`config.mk`:
```
export PLATFORM = sky130hd
export DESIGN_NAME = dmem_arbiter_flat
export DESIGN_NICKNAME = d
export VERILOG_FILES = /design/src/rtl/dmem_arbiter_if.sv /design/src/rtl/dmem_arbiter.sv /design/src/flat_wrapper.sv
export SDC_FILE = /design/constraint.sdc
export NUM_CORES = 1
export LEC_CHECK = 0
export BUFFER_PORTS_ARGS = -buffer_cell sky130_fd_sc_hd__buf_2
export CORE_ASPECT_RATIO = 1.25
export CORE_MARGIN = 10
export CORE_UTILIZATION = 35
export DETAILED_ROUTE_END_ITERATION = 10
export PLACE_DENSITY = 0.84
export SYNTH_ARGS = -nofsm -noshare
export SYNTH_HDL_FRONTEND = slang
export SYNTH_SLANG_ARGS = --single-unit
```
`constraint.sdc`:
```
create_clock -name Clk -period 3.5 [get_ports Clk]
set_clock_uncertainty 0.15 [all_clocks]
set_input_delay 0.175 -clock Clk [delete_from_list [all_inputs] [get_ports Clk]]
set_output_delay 0.175 -clock Clk [all_outputs]
set_load 0.02 [all_outputs]
```
`src/rtl/dmem_arbiter_if.sv`:
```
// Bundle of every signal crossing the arbiter boundary: CPU port, host port,
// shared RAM port, read return and lock status.
// The slave modport is the arbiter. The master modport is the surrounding
// environment: the two requesters plus the RAM.
interface dmem_arbiter_if #(
   parameter int ADDR_W = 8,
   parameter int DATA_W = 16
);
   logic              C_req;
   logic              C_wr;
   logic [ADDR_W-1:0] C_addr;
   logic [DATA_W-1:0] C_wdata;
   logic              C_gnt;
   logic              C_rvalid;

   logic              H_req;
   logic              H_wr;
   logic [ADDR_W-1:0] H_addr;
   logic [DATA_W-1:0] H_wdata;
   logic              H_lock;
   logic              H_gnt;
   logic              H_rvalid;

   logic [DATA_W-1:0] R_data;

   logic [ADDR_W-1:0] M_addr;
   logic              M_wr;
   logic [DATA_W-1:0] M_wdata;
   logic [DATA_W-1:0] M_rdata;

   logic              Locked;

   modport slave (
      input  C_req, C_wr, C_addr, C_wdata,
      input  H_req, H_wr, H_addr, H_wdata, H_lock,
      input  M_rdata,
      output C_gnt, C_rvalid, H_gnt, H_rvalid, R_data,
      output M_addr, M_wr, M_wdata, Locked
   );

   modport master (
      output C_req, C_wr, C_addr, C_wdata,
      output H_req, H_wr, H_addr, H_wdata, H_lock,
      output M_rdata,
      input  C_gnt, C_rvalid, H_gnt, H_rvalid, R_data,
      input  M_addr, M_wr, M_wdata, Locked
   );
endinterface

```
`src/rtl/dmem_arbiter.sv`:
```
// Shares the single-port data RAM between the CPU and the host/loader port.
// Policy: the CPU has fixed priority. A starvation counter forces a host win
// after STARVE_LIM consecutive losses. The host can also lock the arbiter for
// bursts. Each read returns one cycle later, tagged with the port that issued it.
module dmem_arbiter #(
   parameter int ADDR_W     = 8,
   parameter int DATA_W     = 16,
   parameter int STARVE_LIM = 4
) (
   input  logic           Clk,
   input  logic           ResetN,
   dmem_arbiter_if.slave  bus
);

   typedef enum logic {ARB, HOST_LOCK} state_t;

   localparam logic [3:0] LIM = 4'(STARVE_LIM);

   state_t            state_q, state_d;
   logic [3:0]        waitCnt_q, waitCnt_d;
   logic              cRvalid_q, hRvalid_q;
   logic              cGnt, hGnt;
   logic [ADDR_W-1:0] mAddr;
   logic [DATA_W-1:0] mWdata;
   logic              mWr;

   // State register; reset always drops back to arbitration, which releases any lock
   always_ff @(posedge Clk or negedge ResetN) begin
      if (!ResetN) state_q <= ARB;
      else         state_q <= state_d;
   end

   // Enter lock on a host transfer with H_lock set; leave on the first edge with H_lock clear
   always_comb begin
      state_d = state_q;
      case (state_q)
         ARB:       if (hGnt && bus.H_lock) state_d = HOST_LOCK;
         HOST_LOCK: if (!bus.H_lock)        state_d = ARB;
         default:   state_d = ARB;
      endcase
   end

   // Grants are combinational and held low while reset is asserted
   always_comb begin
      cGnt = 1'b0;
      hGnt = 1'b0;
      if (ResetN) begin
         case (state_q)
            ARB: begin
               if (bus.C_req && bus.H_req) begin
                  if (waitCnt_q == LIM) hGnt = 1'b1;
                  else                  cGnt = 1'b1;
               end else begin
                  cGnt = bus.C_req;
                  hGnt = bus.H_req;
               end
            end
            HOST_LOCK: hGnt = bus.H_req;
            default: begin
               cGnt = 1'b0;
               hGnt = 1'b0;
            end
         endcase
      end
   end

   // Starvation count: counts host losses in ARB, saturates at the limit, clears on any host transfer
   always_comb begin
      waitCnt_d = waitCnt_q;
      if (hGnt)
         waitCnt_d = 4'd0;
      else if ((state_q == ARB) && bus.H_req && (waitCnt_q != LIM))
         waitCnt_d = waitCnt_q + 4'd1;
   end

   // Starvation counter register
   always_ff @(posedge Clk or negedge ResetN) begin
      if (!ResetN) waitCnt_q <= 4'd0;
      else         waitCnt_q <= waitCnt_d;
   end

   // Owner tag for the read issued this cycle; reset drops any return still in flight
   always_ff @(posedge Clk or negedge ResetN) begin
      if (!ResetN) begin
         cRvalid_q <= 1'b0;
         hRvalid_q <= 1'b0;
      end else begin
         cRvalid_q <= cGnt && !bus.C_wr;
         hRvalid_q <= hGnt && !bus.H_wr;
      end
   end

   // RAM port follows whichever requester holds the grant; it is all-zero when idle
   always_comb begin
      mAddr  = '0;
      mWdata = '0;
      mWr    = 1'b0;
      if (cGnt) begin
         mAddr  = bus.C_addr;
         mWdata = bus.C_wdata;
         mWr    = bus.C_wr;
      end else if (hGnt) begin
         mAddr  = bus.H_addr;
         mWdata = bus.H_wdata;
         mWr    = bus.H_wr;
      end
   end

   assign bus.C_gnt    = cGnt;
   assign bus.H_gnt    = hGnt;
   assign bus.M_addr   = mAddr;
   assign bus.M_wdata  = mWdata;
   assign bus.M_wr     = mWr;
   assign bus.C_rvalid = cRvalid_q;
   assign bus.H_rvalid = hRvalid_q;
   assign bus.R_data   = (cRvalid_q || hRvalid_q) ? bus.M_rdata : '0;
   assign bus.Locked   = (state_q == HOST_LOCK);

endmodule

```
`src/flat_wrapper.sv`:
```
// flat-port wrapper written by rule: the top's interface ports become plain ports
module dmem_arbiter_flat 
#(
   parameter int ADDR_W     = 8,
   parameter int DATA_W     = 16,
   parameter int STARVE_LIM = 4
)
  (Clk, ResetN, bus_C_req, bus_C_wr, bus_C_addr, bus_C_wdata, bus_H_req, bus_H_wr, bus_H_addr, bus_H_wdata, bus_H_lock, bus_M_rdata, bus_C_gnt, bus_C_rvalid, bus_H_gnt, bus_H_rvalid, bus_R_data, bus_M_addr, bus_M_wr, bus_M_wdata, bus_Locked);
  dmem_arbiter_if #(.ADDR_W(ADDR_W), .DATA_W(DATA_W)) bus_i ();
  input  logic Clk;
  input  logic ResetN;
  input wire logic [$bits(bus_i.C_req)-1:0] bus_C_req;
  input wire logic [$bits(bus_i.C_wr)-1:0] bus_C_wr;
  input wire logic [$bits(bus_i.C_addr)-1:0] bus_C_addr;
  input wire logic [$bits(bus_i.C_wdata)-1:0] bus_C_wdata;
  input wire logic [$bits(bus_i.H_req)-1:0] bus_H_req;
  input wire logic [$bits(bus_i.H_wr)-1:0] bus_H_wr;
  input wire logic [$bits(bus_i.H_addr)-1:0] bus_H_addr;
  input wire logic [$bits(bus_i.H_wdata)-1:0] bus_H_wdata;
  input wire logic [$bits(bus_i.H_lock)-1:0] bus_H_lock;
  input wire logic [$bits(bus_i.M_rdata)-1:0] bus_M_rdata;
  output wire logic [$bits(bus_i.C_gnt)-1:0] bus_C_gnt;
  output wire logic [$bits(bus_i.C_rvalid)-1:0] bus_C_rvalid;
  output wire logic [$bits(bus_i.H_gnt)-1:0] bus_H_gnt;
  output wire logic [$bits(bus_i.H_rvalid)-1:0] bus_H_rvalid;
  output wire logic [$bits(bus_i.R_data)-1:0] bus_R_data;
  output wire logic [$bits(bus_i.M_addr)-1:0] bus_M_addr;
  output wire logic [$bits(bus_i.M_wr)-1:0] bus_M_wr;
  output wire logic [$bits(bus_i.M_wdata)-1:0] bus_M_wdata;
  output wire logic [$bits(bus_i.Locked)-1:0] bus_Locked;
  assign bus_i.C_req = bus_C_req;
  assign bus_i.C_wr = bus_C_wr;
  assign bus_i.C_addr = bus_C_addr;
  assign bus_i.C_wdata = bus_C_wdata;
  assign bus_i.H_req = bus_H_req;
  assign bus_i.H_wr = bus_H_wr;
  assign bus_i.H_addr = bus_H_addr;
  assign bus_i.H_wdata = bus_H_wdata;
  assign bus_i.H_lock = bus_H_lock;
  assign bus_i.M_rdata = bus_M_rdata;
  assign bus_C_gnt = bus_i.C_gnt;
  assign bus_C_rvalid = bus_i.C_rvalid;
  assign bus_H_gnt = bus_i.H_gnt;
  assign bus_H_rvalid = bus_i.H_rvalid;
  assign bus_R_data = bus_i.R_data;
  assign bus_M_addr = bus_i.M_addr;
  assign bus_M_wr = bus_i.M_wr;
  assign bus_M_wdata = bus_i.M_wdata;
  assign bus_Locked = bus_i.Locked;
  dmem_arbiter #(.ADDR_W(ADDR_W), .DATA_W(DATA_W), .STARVE_LIM(STARVE_LIM)) u_core (.Clk(Clk), .ResetN(ResetN), .bus(bus_i));
endmodule
```
==> results of run 1 <==
-- placed cells by master, fill, tap and decap left out --
cell type,count
nor2b_1,18
and3b_2,1
o2111ai_1,1
nand3b_1,2
a41oi_1,1
buf_4,1
o22ai_1,25
nand2_1,51
o21ai_4,1
o21ai_2,1
nor2_1,5
dlygate4sd3_1,4
dfrtp_1,7
a21oi_1,3
a21o_1,1
buf_2,116
a31oi_1,1
nand2_2,1
o21ai_0,3
clkbuf_1,1
or4_1,1
o21a_1,1
mux2i_1,1
o211ai_1,2
nand2b_1,4
a311oi_1,1
ha_1,2
inv_1,4
nor3_1,2
clkbuf_4,3
-- power by group through the flow --
stage	logic, mW	clock network, mW	registers, mW
after global placement	0.319	0	0.127
after global routing	0.364	0.0826	0.131
after detailed placement	0.325	0	0.128
after floorplan	0.215	0	0.124
after CTS	0.331	0.0766	0.127
final	0.330	0.0763	0.128
-- metrics by stage --
stage / util, % / total power [mW]
5_1_grt: 60.0 / 0.578
4_1_cts: 60.0 / 0.534
3_3_place_gp: 57.5 / 0.446
2_1_floorplan: - / 0.340
6_report: 60.0 / 0.534
3_5_place_dp: 57.5 / 0.453
-- per-layer routing --
metal / vias to the layer above / track usage, % / share of wire (%)
met2: 98 / 25.6 / 44
met3: 2 / 12.4 / 19
met1: 647 / 15.6 / 37
met5: - / 0 / 0
met4: 0 / 4.53 / 0.24
li1: 751 / - / -
-- critical path, delay by kind of cell (launching register included) --
family | cells | cell delay, ns
adder cells (fa/ha/maj) | 1 | 0.23
AO/OA/AOI/OAI | 2 | 0.68
buffers and inverters | 2 | 0.25
flip-flops | 1 | 0.41
AND/OR/NAND/NOR | 1 | 0.26
-- logic make-up (layout without fill, tap and decap cells) --
family / count (synthesis) / in the layout / synth area share [%]
fa+ha+maj: 2 / 2 / 2.60
compound gates: 41 / 41 / 28.5
simple gates: 85 / 85 / 41.2
buf+inv: 16 / 129 / 8.45
mux: 1 / 1 / 1.04
flops: 7 / 7 / 18.2
-- worst paths after layout --
kind | start | end | slack, ns
setup / recovery | u_core.waitCnt_q[0] | bus_M_wdata[13] | 1.07
hold / removal | bus_H_req | u_core.waitCnt_q[2] | 0.14
setup reg to reg | u_core.waitCnt_q[1] | u_core.bus.C_rvalid | 1.90
hold reg to reg | u_core.waitCnt_q[0] | u_core.waitCnt_q[0] | 0.42
max in group asynchronous | ResetN | u_core.bus.Locked | 2.15
min in group asynchronous | ResetN | u_core.waitCnt_q[2] | 0.46
-- flip-flops by register name, summed over array words and instances, names as in the netlist --
signal,count
u_core.waitCnt_q,4
u_core.bus.H_rvalid,1
u_core.bus.C_rvalid,1
u_core.bus.Locked,1
-- layout make-up --
cell class	count	area (um2)
fill	268	1060
tap	34	42.5
inverter	4	15.0
clock buffer	4	26.3
sequential	7	175
timing repair buffer	121	628
multi-input combinational	129	706
==> key figures, run 1 <==
Logic synthesis
  • Post-synthesis register bit count: 7
  • Most instantiated cells after synthesis: nand2_1, o22ai_1, nor2b_1
  • Yosys cell types: 29
  • Synth Warn #: 0
  • Main synth FF type: dfrtp_1
  • Sequential-to-total area share from yosys stat: 18.2%
  • Mean area per synthesized cell: 6.33 um2
  • Cells after synthesis: 152
  • Post-synth top area share: 19.9%
  • Async S/R FF share, synth: 100%
  • Synth area leaders: nand2_1, dfrtp_1, o22ai_1
  • Syn Nets: 225
  • Post-synth EDFFs: 0
  • Cell Area, Synth: 962 um2
  • Top-count cell post-synth: nand2_1
  • Dominant cell type by area after synthesis: nand2_1

Clock network
  • Worst skew pair latency: 0.26 ns
  • # Post-CTS Setup Buffers: 0
  • Post-cts resize count: 0
  • Clock-pin slew on the worst setup and hold paths: 0.06 ns
  • Root Driver: clkbuf_4
  • Post-CTS Hold Fix Bufs: 4
  • Total CTS buffers: 3
  • Maximum clock insertion buffer count: 2
  • CTS H-Tree Depth: 1
  • CTS tree: yes
  • CTS Sinks: 7

Critical path
  • CP Cell Sequence: inv_1 -> ha_1 -> and3b_2 -> o21ai_4 -> o22ai_1 -> buf_2
  • Slowest-stage cell, CP: o21ai_4
  • R2R cell count: 6
  • WP data required: 3.17 ns
  • Crit path launch type: flop
  • CP max FO: 25
  • Arrival @ worst endpoint: 2.11 ns
  • Endpoint type of the worst setup path: primary output
  • Worst path max stage delay: 0.50 ns
  • Crit Path Class: flop to primary output

Power
  • Clk network pwr share: 14.3%
  • Logic pwr share: 61.7%
  • LEAKAGE: 0.916 nW
  • PwrDens: 336 nW/um2
  • Net switching power: 0.255 mW
  • Worst vdd ir: 0.000190 V
  • Switching share of power: 47.8%
  • Sequential share of power: 24.0%
  • Internal power: 0.279 mW

Drt
  • Post-route antenna net violation count: 0
  • DRT Pass-1 Iters: 4
  • Initial DRC count: 36
  • Via density: 5.01
  • DR WL/cell: 15.3 um
  • WL final: 4590 um
  • Via count: 1498
  • Remaining DRCs: 0

Global route
  • Total grt overflow: 0
  • Vias in the first global route: 1520
  • Gr usage total: 16.0%
  • Largest net degree at the start of global routing: 61
  • Initial antenna violation count: 0
  • First-pass GRT wire length: 6960 um

Placed design
  • Placed instance area: 1530 um2
  • Pre-CTS setup slack: 1.39 ns
  • GP Congestion: 0.921
  • PortBufs: 116
  • Post-placement cell count: 291
  • Post-detail-place hpwl: 3730 um

Timing
  • Final min period: 2.43 ns
  • Hold_ws: 0.142 ns
  • # setup viols final: 0
  • Unrepaired setup endpoints after global routing: no
  • Setup ws final: 1.07 ns
  • Fmax: 411 MHz
  • Final setup TNS: 0 ns
  • Period Utilization, post-route: 69.5%
  • Least-Margin Pin Slew: 0.948 ns
  • Slew headroom: 36.8%
  • Max-slew violations: 0
  • Fin. Hold Viols: 0

Floorplan
  • Starting Density: 36.3%
  • Row cnt: 21
  • Die width: 66.9 um
  • I/O pin cnt: 117
  • Die area: 5260 um2
  • Die Ht: 78.6 um
  • Core area: 2650 um2

Finish
  • Final net count: 339
  • Ant diodes: 0
  • Synthesis-to-layout area growth: 65.5%
  • Final Non-Filler Cells: 299
  • Share of cells above drive strength 1: 46.8%
  • Design area: 1590 um2

Flow run
  • Max-cap violations: 0

Min path
  • Hold path cells: 2
  • Hold Crit Class: primary input to flop

Run status
  • Status: finished clean
Note: power is estimated with default switching activity, not from simulation.
==> run 2, diff against run 1 <==
Settings changed: ABC_AREA set to 1, CORE_UTILIZATION 35 to 33, PLACE_DENSITY 0.84 to 0.8.
Clock period 3.5 ns to 2.3 ns, I/O delays scaled along.
==> run 2 against run 1 <==
Die area grew 3.9%. Non-clock buffer count did not move. Power is 43% higher. Critical path depth is 2 higher. Combinational power grew 35%. Largest cell class is now non-clock buffers. Largest power group unchanged.
==> key figures, run 2 <==
Flow run
  • Max-cap violations: 0

Clock network
  • CTS Sinks: 7
  • Post-cts resize count: 0
  • Total CTS buffers: 3
  • Clock-pin slew on the worst setup and hold paths: 0.06 ns
  • Maximum clock insertion buffer count: 2
  • CTS tree: yes
  • CTS H-Tree Depth: 1
  • Post-CTS Hold Fix Bufs: 4
  • Root Driver: clkbuf_4
  • # Post-CTS Setup Buffers: 0
  • Worst skew pair latency: 0.26 ns

Finish
  • Final net count: 354
  • Area occupied by multi-input gates: 622 um2
  • Fill cells: 278
  • Synthesis-to-layout area growth: 66.9%
  • Most frequent cells in the layout: buf_2, nand2_1, nand2_2
  • Largest register by flop count: u_core.waitCnt_q
  • Ant diodes: 0
  • Reg area: 175 um2
  • Most common cell after layout, fill and taps aside: buf_2
  • Share of cells above drive strength 1: 58.2%
  • Max reg flops: 4

Logic synthesis
  • Yosys cell types: 19
  • Async S/R FF share, synth: 100%
  • Main synth FF type: dfrtp_1
  • Mean area per synthesized cell: 5.97 um2
  • Cells after synthesis: 160
  • Post-synthesis register bit count: 7
  • Synth area leaders: nand2_2, nand2_1, dfrtp_1
  • Cell Area, Synth: 956 um2
  • Synth Warn #: 0
  • Dominant cell type by area after synthesis: nand2_2
  • Most instantiated cells after synthesis: nand2_1, nand2_2, inv_1
  • Syn Nets: 233
  • Top-count cell post-synth: nand2_1
  • Post-synth EDFFs: 0
  • Sequential-to-total area share from yosys stat: 18.3%
  • Post-synth top area share: 23.6%

Global route
  • GRT busiest layer: met2
  • Met3 usage: 6.25%
  • Gr usage total: 13.3%
  • Initial antenna violation count: 0
  • First-pass GRT wire length: 5900 um
  • Largest net degree at the start of global routing: 28
  • Total grt overflow: 0
  • Vias in the first global route: 1335
  • M1 GR Usage: 12.5%
  • GR met2 Demand/Resource: 23.6%

Floorplan
  • Die area: 5460 um2
  • Die width: 68.1 um
  • Core area: 2730 um2
  • Die Ht: 80.2 um
  • Row cnt: 21
  • Starting Density: 35.0%
  • I/O pin cnt: 117

Timing
  • # setup viols final: 0
  • Unrepaired setup endpoints after global routing: no
  • Setup ws final: 0.197 ns
  • Fin. Hold Viols: 0
  • Max-slew violations: 0
  • Final min period: 2.10 ns
  • Least-Margin Pin Slew: 0.404 ns
  • Slew headroom: 73.0%
  • Period Utilization, post-route: 91.4%
  • Final setup TNS: 0 ns
  • Fmax: 475 MHz

Placed design
  • Post-detail-place hpwl: 3400 um
  • Pre-CTS setup slack: 0.459 ns
  • GP Congestion: 0.842
  • PortBufs: 116

Drt
  • Post-route antenna net violation count: 0
  • DRT Pass-1 Iters: 4
  • Via count: 1387
  • Remaining DRCs: 0
  • Via density: 4.42
  • DR WL/cell: 12.9 um
  • Initial DRC count: 46
  • WL final: 4040 um

Critical path
  • Crit path launch type: flop
  • Slowest-stage cell, CP: dfrtp_1
  • Crit Path Class: flop to primary output
  • Worst path max stage delay: 0.42 ns
  • CP max FO: 26
  • RR Endpoint: u_core.waitCnt_q[0]
  • Internal reg-to-reg setup slack: 0.77 ns
  • Endpoint type of the worst setup path: primary output
  • Worst path most repeated cell: nand2_1
  • Arrival @ worst endpoint: 1.84 ns
  • CP Cell Sequence: inv_1 -> ha_1 -> nand4_1 -> nand2_1 -> inv_2 -> nand2_1 -> nand2_2 -> buf_2
  • Start of the worst register-to-register path: u_core.waitCnt_q[1]
  • R2R cell count: 7
  • WP data required: 2.04 ns

Run status
  • Status: finished clean

Power
  • Worst vdd ir: 0.000382 V
  • LEAKAGE: 1.12 nW
  • PwrDens: 481 nW/um2

Min path
  • Hold Crit Class: primary input to asynchronous set/reset pin
[run 2: layout make-up]
class,count,share of cell area [%]
timing repair buffer,121,39.4
multi-input combinational,123,39.0
sequential,7,11.0
inverter,25,6.35
tap,34,2.67
clock buffer,4,1.65
[run 2: metal layers]
| metal | vias up | part of all wire, % |
|---|---|---|
| met5 | - | 0 |
| met4 | 0 | 1.7 |
| met3 | 7 | 19 |
| met2 | 80 | 48 |
| met1 | 591 | 32 |
| li1 | 709 | - |
[run 2: critical path, delay by kind of cell (launching register included)]
family	cells	cell delay, ns
buf+inv	3	0.55
flops	1	0.42
simple gates	4	0.39
fa+ha+maj	1	0.21
[run 2: cell families (layout without fill, tap and decap cells)]
logic type      Yosys count  after routing  share of synthesized area, %
xor+xnor                  2              2                          1.83
simple gates            118            118                          59.8
compound gates            1              1                         0.786
fa+ha+maj                 2              2                          2.62
flops                     7              7                          18.3
buf+inv                  30            150                          16.6
[run 2: report_power, final]
group / leakage [nW] / switching, mW / internal (mW)
logic: 1.01 / 0.269 / 0.175
clock network: 0.0150 / 0.0549 / 0.0668
registers: 0.0921 / 0.0442 / 0.157
total: 1.12 / 0.368 / 0.399
[run 2: per-stage QoR]
step                      hold WS (ns)  util (%)  power [mW]  std cells  area (um2)
after floorplan                 -0.331         -       0.485        160         956
after global placement          -0.181      56.0       0.634        306        1530
after detailed placement        -0.180      56.0       0.643        306        1530
after CTS                       0.0747      58.4       0.770        314        1600
after global routing            0.0941      58.4       0.829        314        1600
final                           0.0657      58.4       0.767        314        1600
[run 2: worst max path at each step]
stage	slack (ns)	end	depth (start not counted)	start
2_1_floorplan	0.73	bus_M_addr[5]	8	u_core.waitCnt_q[0]
3_3_place_gp	0.52	bus_M_wdata[14]	8	u_core.waitCnt_q[0]
3_5_place_dp	0.46	bus_M_wdata[14]	8	u_core.waitCnt_q[0]
4_1_cts	0.17	bus_M_wdata[14]	8	u_core.waitCnt_q[0]
5_1_grt	0.04	bus_M_wdata[14]	8	u_core.waitCnt_q[0]
6_report	0.20	bus_M_wdata[14]	8	u_core.waitCnt_q[1]
==> run 3, diff against run 2 <==
==> constraint.sdc (replaced) <==
create_clock -name Clk -period 2.3 [get_ports Clk]
set_clock_uncertainty 0.15 [all_clocks]
set_input_delay 0.345 -clock Clk [delete_from_list [all_inputs] [get_ports Clk]]
set_output_delay 0.345 -clock Clk [all_outputs]
set_load 0.02 [all_outputs]
==> run 3 against run 2 <==
Maximum frequency shrank 3.8%. Clock power is essentially flat. Sequential share of layout area is essentially flat. Non-clock buffer count shrank 1. Worst setup slack lost 0.083 ns. Core utilization grew 0.14 points. Wire length grew 0.37%. Sequential power is essentially flat. Largest power group unchanged. Final cell count is the same. Clock-buffer cell count is the same. Combinational power grew 7.0%. Hold slack gained 0.031 ns.
==> key figures, run 3 (same netlist as run 2, synthesis figures left out) <==
Run status
  • Status: finished clean

Critical path
  • Crit Path Class: flop to primary output
  • CP max FO: 13
  • Endpoint type of the worst setup path: primary output
  • Worst path max stage delay: 0.42 ns
  • Crit path launch type: flop
  • Buffers plus inverters on the worst setup path: 3
  • Slowest-stage cell, CP: dfrtp_1
  • Internal reg-to-reg setup slack: 0.82 ns
  • CP Cell Sequence: inv_1 -> ha_1 -> nand3_2 -> nand3_2 -> nand2_4 -> inv_6 -> nand2_2 -> nand2_2 -> buf_2
  • WP data required: 1.80 ns
  • Arrival @ worst endpoint: 1.69 ns
  • Critical path's top delay family: simple AND/OR/NAND/NOR gates

Floorplan
  • Die width: 68.1 um
  • Starting Density: 35.0%
  • I/O pin cnt: 117
  • Die area: 5460 um2
  • Core area: 2730 um2
  • Row cnt: 21
  • Die Ht: 80.2 um

Finish
  • Max reg flops: 4
  • Ant diodes: 0
  • Synthesis-to-layout area growth: 67.3%
  • Most common cell after layout, fill and taps aside: buf_2
  • Final Util: 58.5%
  • Largest register by flop count: u_core.waitCnt_q
  • Final Non-Filler Cells: 314
  • Design area: 1600 um2
  • Most frequent cells in the layout: buf_2, nand2_1, nand2_2
  • Share of cells above drive strength 1: 59.3%
  • Final net count: 354

Clock network
  • CTS Sinks: 7
  • Worst skew pair latency: 0.27 ns
  • CTS tree: yes
  • Root Driver: clkbuf_4
  • Clock-pin slew on the worst setup and hold paths: 0.06 ns
  • Maximum clock insertion buffer count: 2
  • Total CTS buffers: 3
  • CTS H-Tree Depth: 1

Min path
  • Hold Crit Class: primary input to flop

Drt
  • Via density: 4.32
  • WL final: 4050 um
  • DRT Pass-1 Iters: 4
  • DR WL/cell: 12.9 um
  • Initial DRC count: 44
  • Via count: 1355
  • Post-route antenna net violation count: 0
  • Remaining DRCs: 0

Global route
  • Total grt overflow: 0
  • Vias in the first global route: 1351
  • First-pass GRT wire length: 5800 um
  • Largest net degree at the start of global routing: 28
  • Initial antenna violation count: 0
  • Gr usage total: 12.9%

Placed design
  • Pre-CTS setup slack: 0.236 ns
  • PortBufs: 116
  • GP Congestion: 0.850
  • Post-placement cell count: 306
  • Placed instance area: 1530 um2
  • Post-detail-place hpwl: 3370 um

Timing
  • Final setup TNS: 0 ns
  • Fmax: 457 MHz
  • Final min period: 2.19 ns
  • Setup ws final: 0.114 ns
  • Fin. Hold Viols: 0
  • Slew headroom: 77.3%
  • Hold_ws: 0.0970 ns
  • Unrepaired setup endpoints after global routing: no
  • Least-Margin Pin Slew: 0.340 ns
  • Period Utilization, post-route: 95.0%
  • # setup viols final: 0
  • Max-slew violations: 0

Power
  • LEAKAGE: 1.12 nW
  • PwrDens: 496 nW/um2
  • Logic pwr share: 59.8%
  • Worst vdd ir: 0.000454 V
  • Clk network pwr share: 15.3%
  • Power, Total: 0.794 mW
  • Sequential share of power: 24.9%
  • Internal power: 0.417 mW
  • Net switching power: 0.377 mW
  • Switching share of power: 47.5%

Flow run
  • Max-cap violations: 0
==> run 3: changes by cell type in the layout (fill, tap and decap cells not counted), sizes merged <==
cell         change
buf              +2
dlygate4sd3      -3
clkinv           +1
==> run 3: area by class of cell <==
type	count	area (um2)
clock buffer	4	26.3
fill	268	1130
inverter	25	111
multi-input combinational	123	622
sequential	7	175
tap	34	42.5
timing repair buffer	120	613
timing repair inverter	1	8.76
==> run 3: worst register-to-register path, cell delays in order (launching register included) <==
cell and delay (ns):
dfrtp_1 0.42, inv_1 0.08, ha_1 0.17, nand3_2 0.10, nand3_2 0.09, nand2_4 0.12
inv_6 0.17, nor2_1 0.07
==> run 3: repair_timing <==
action | CTS | global route
hold endpoints to repair | 7 | 0
buffers inserted | 0 | 2
gates cloned | 0 | 1
resized for setup | 1 | 2
setup endpoints to repair | 19 | 25
hold buffers | 1 | 0
==> run 3: worst paths after layout <==
| check | end | startpoint | cells past startpoint |
|---|---|---|---|
| worst max-delay path | bus_M_addr[1] | u_core.waitCnt_q[1] | 9 |
| worst min-delay path | u_core.bus.C_rvalid | bus_C_wr | 2 |
| worst max register to register | u_core.waitCnt_q[0] | u_core.waitCnt_q[1] | 7 |
| worst min register to register | u_core.waitCnt_q[3] | u_core.waitCnt_q[3] | 2 |
| max in group asynchronous | u_core.waitCnt_q[1] | ResetN | 2 |
| min in group asynchronous | u_core.bus.Locked | ResetN | 2 |
==> run 3: power groups by stage <==
stage          combinational, mW  sequential, mW  clock [mW]
2_1_floorplan              0.289           0.195           0
3_3_place_gp               0.435           0.200           0
3_5_place_dp               0.443           0.201           0
4_1_cts                    0.447           0.199       0.119
5_1_grt                    0.530           0.201       0.127
6_report                   0.475           0.198       0.122
==> run 3: per-layer routing <==
layer  track usage, %  up-vias  wire, um  part of all wire (%)
met4             6.65        0        87                   2.1
met5                0        -         0                     0
met2             21.8       83      1860                    46
met1             13.0      557      1410                    35
li1                 -      706         -                     -
met3             5.69        9       688                    17
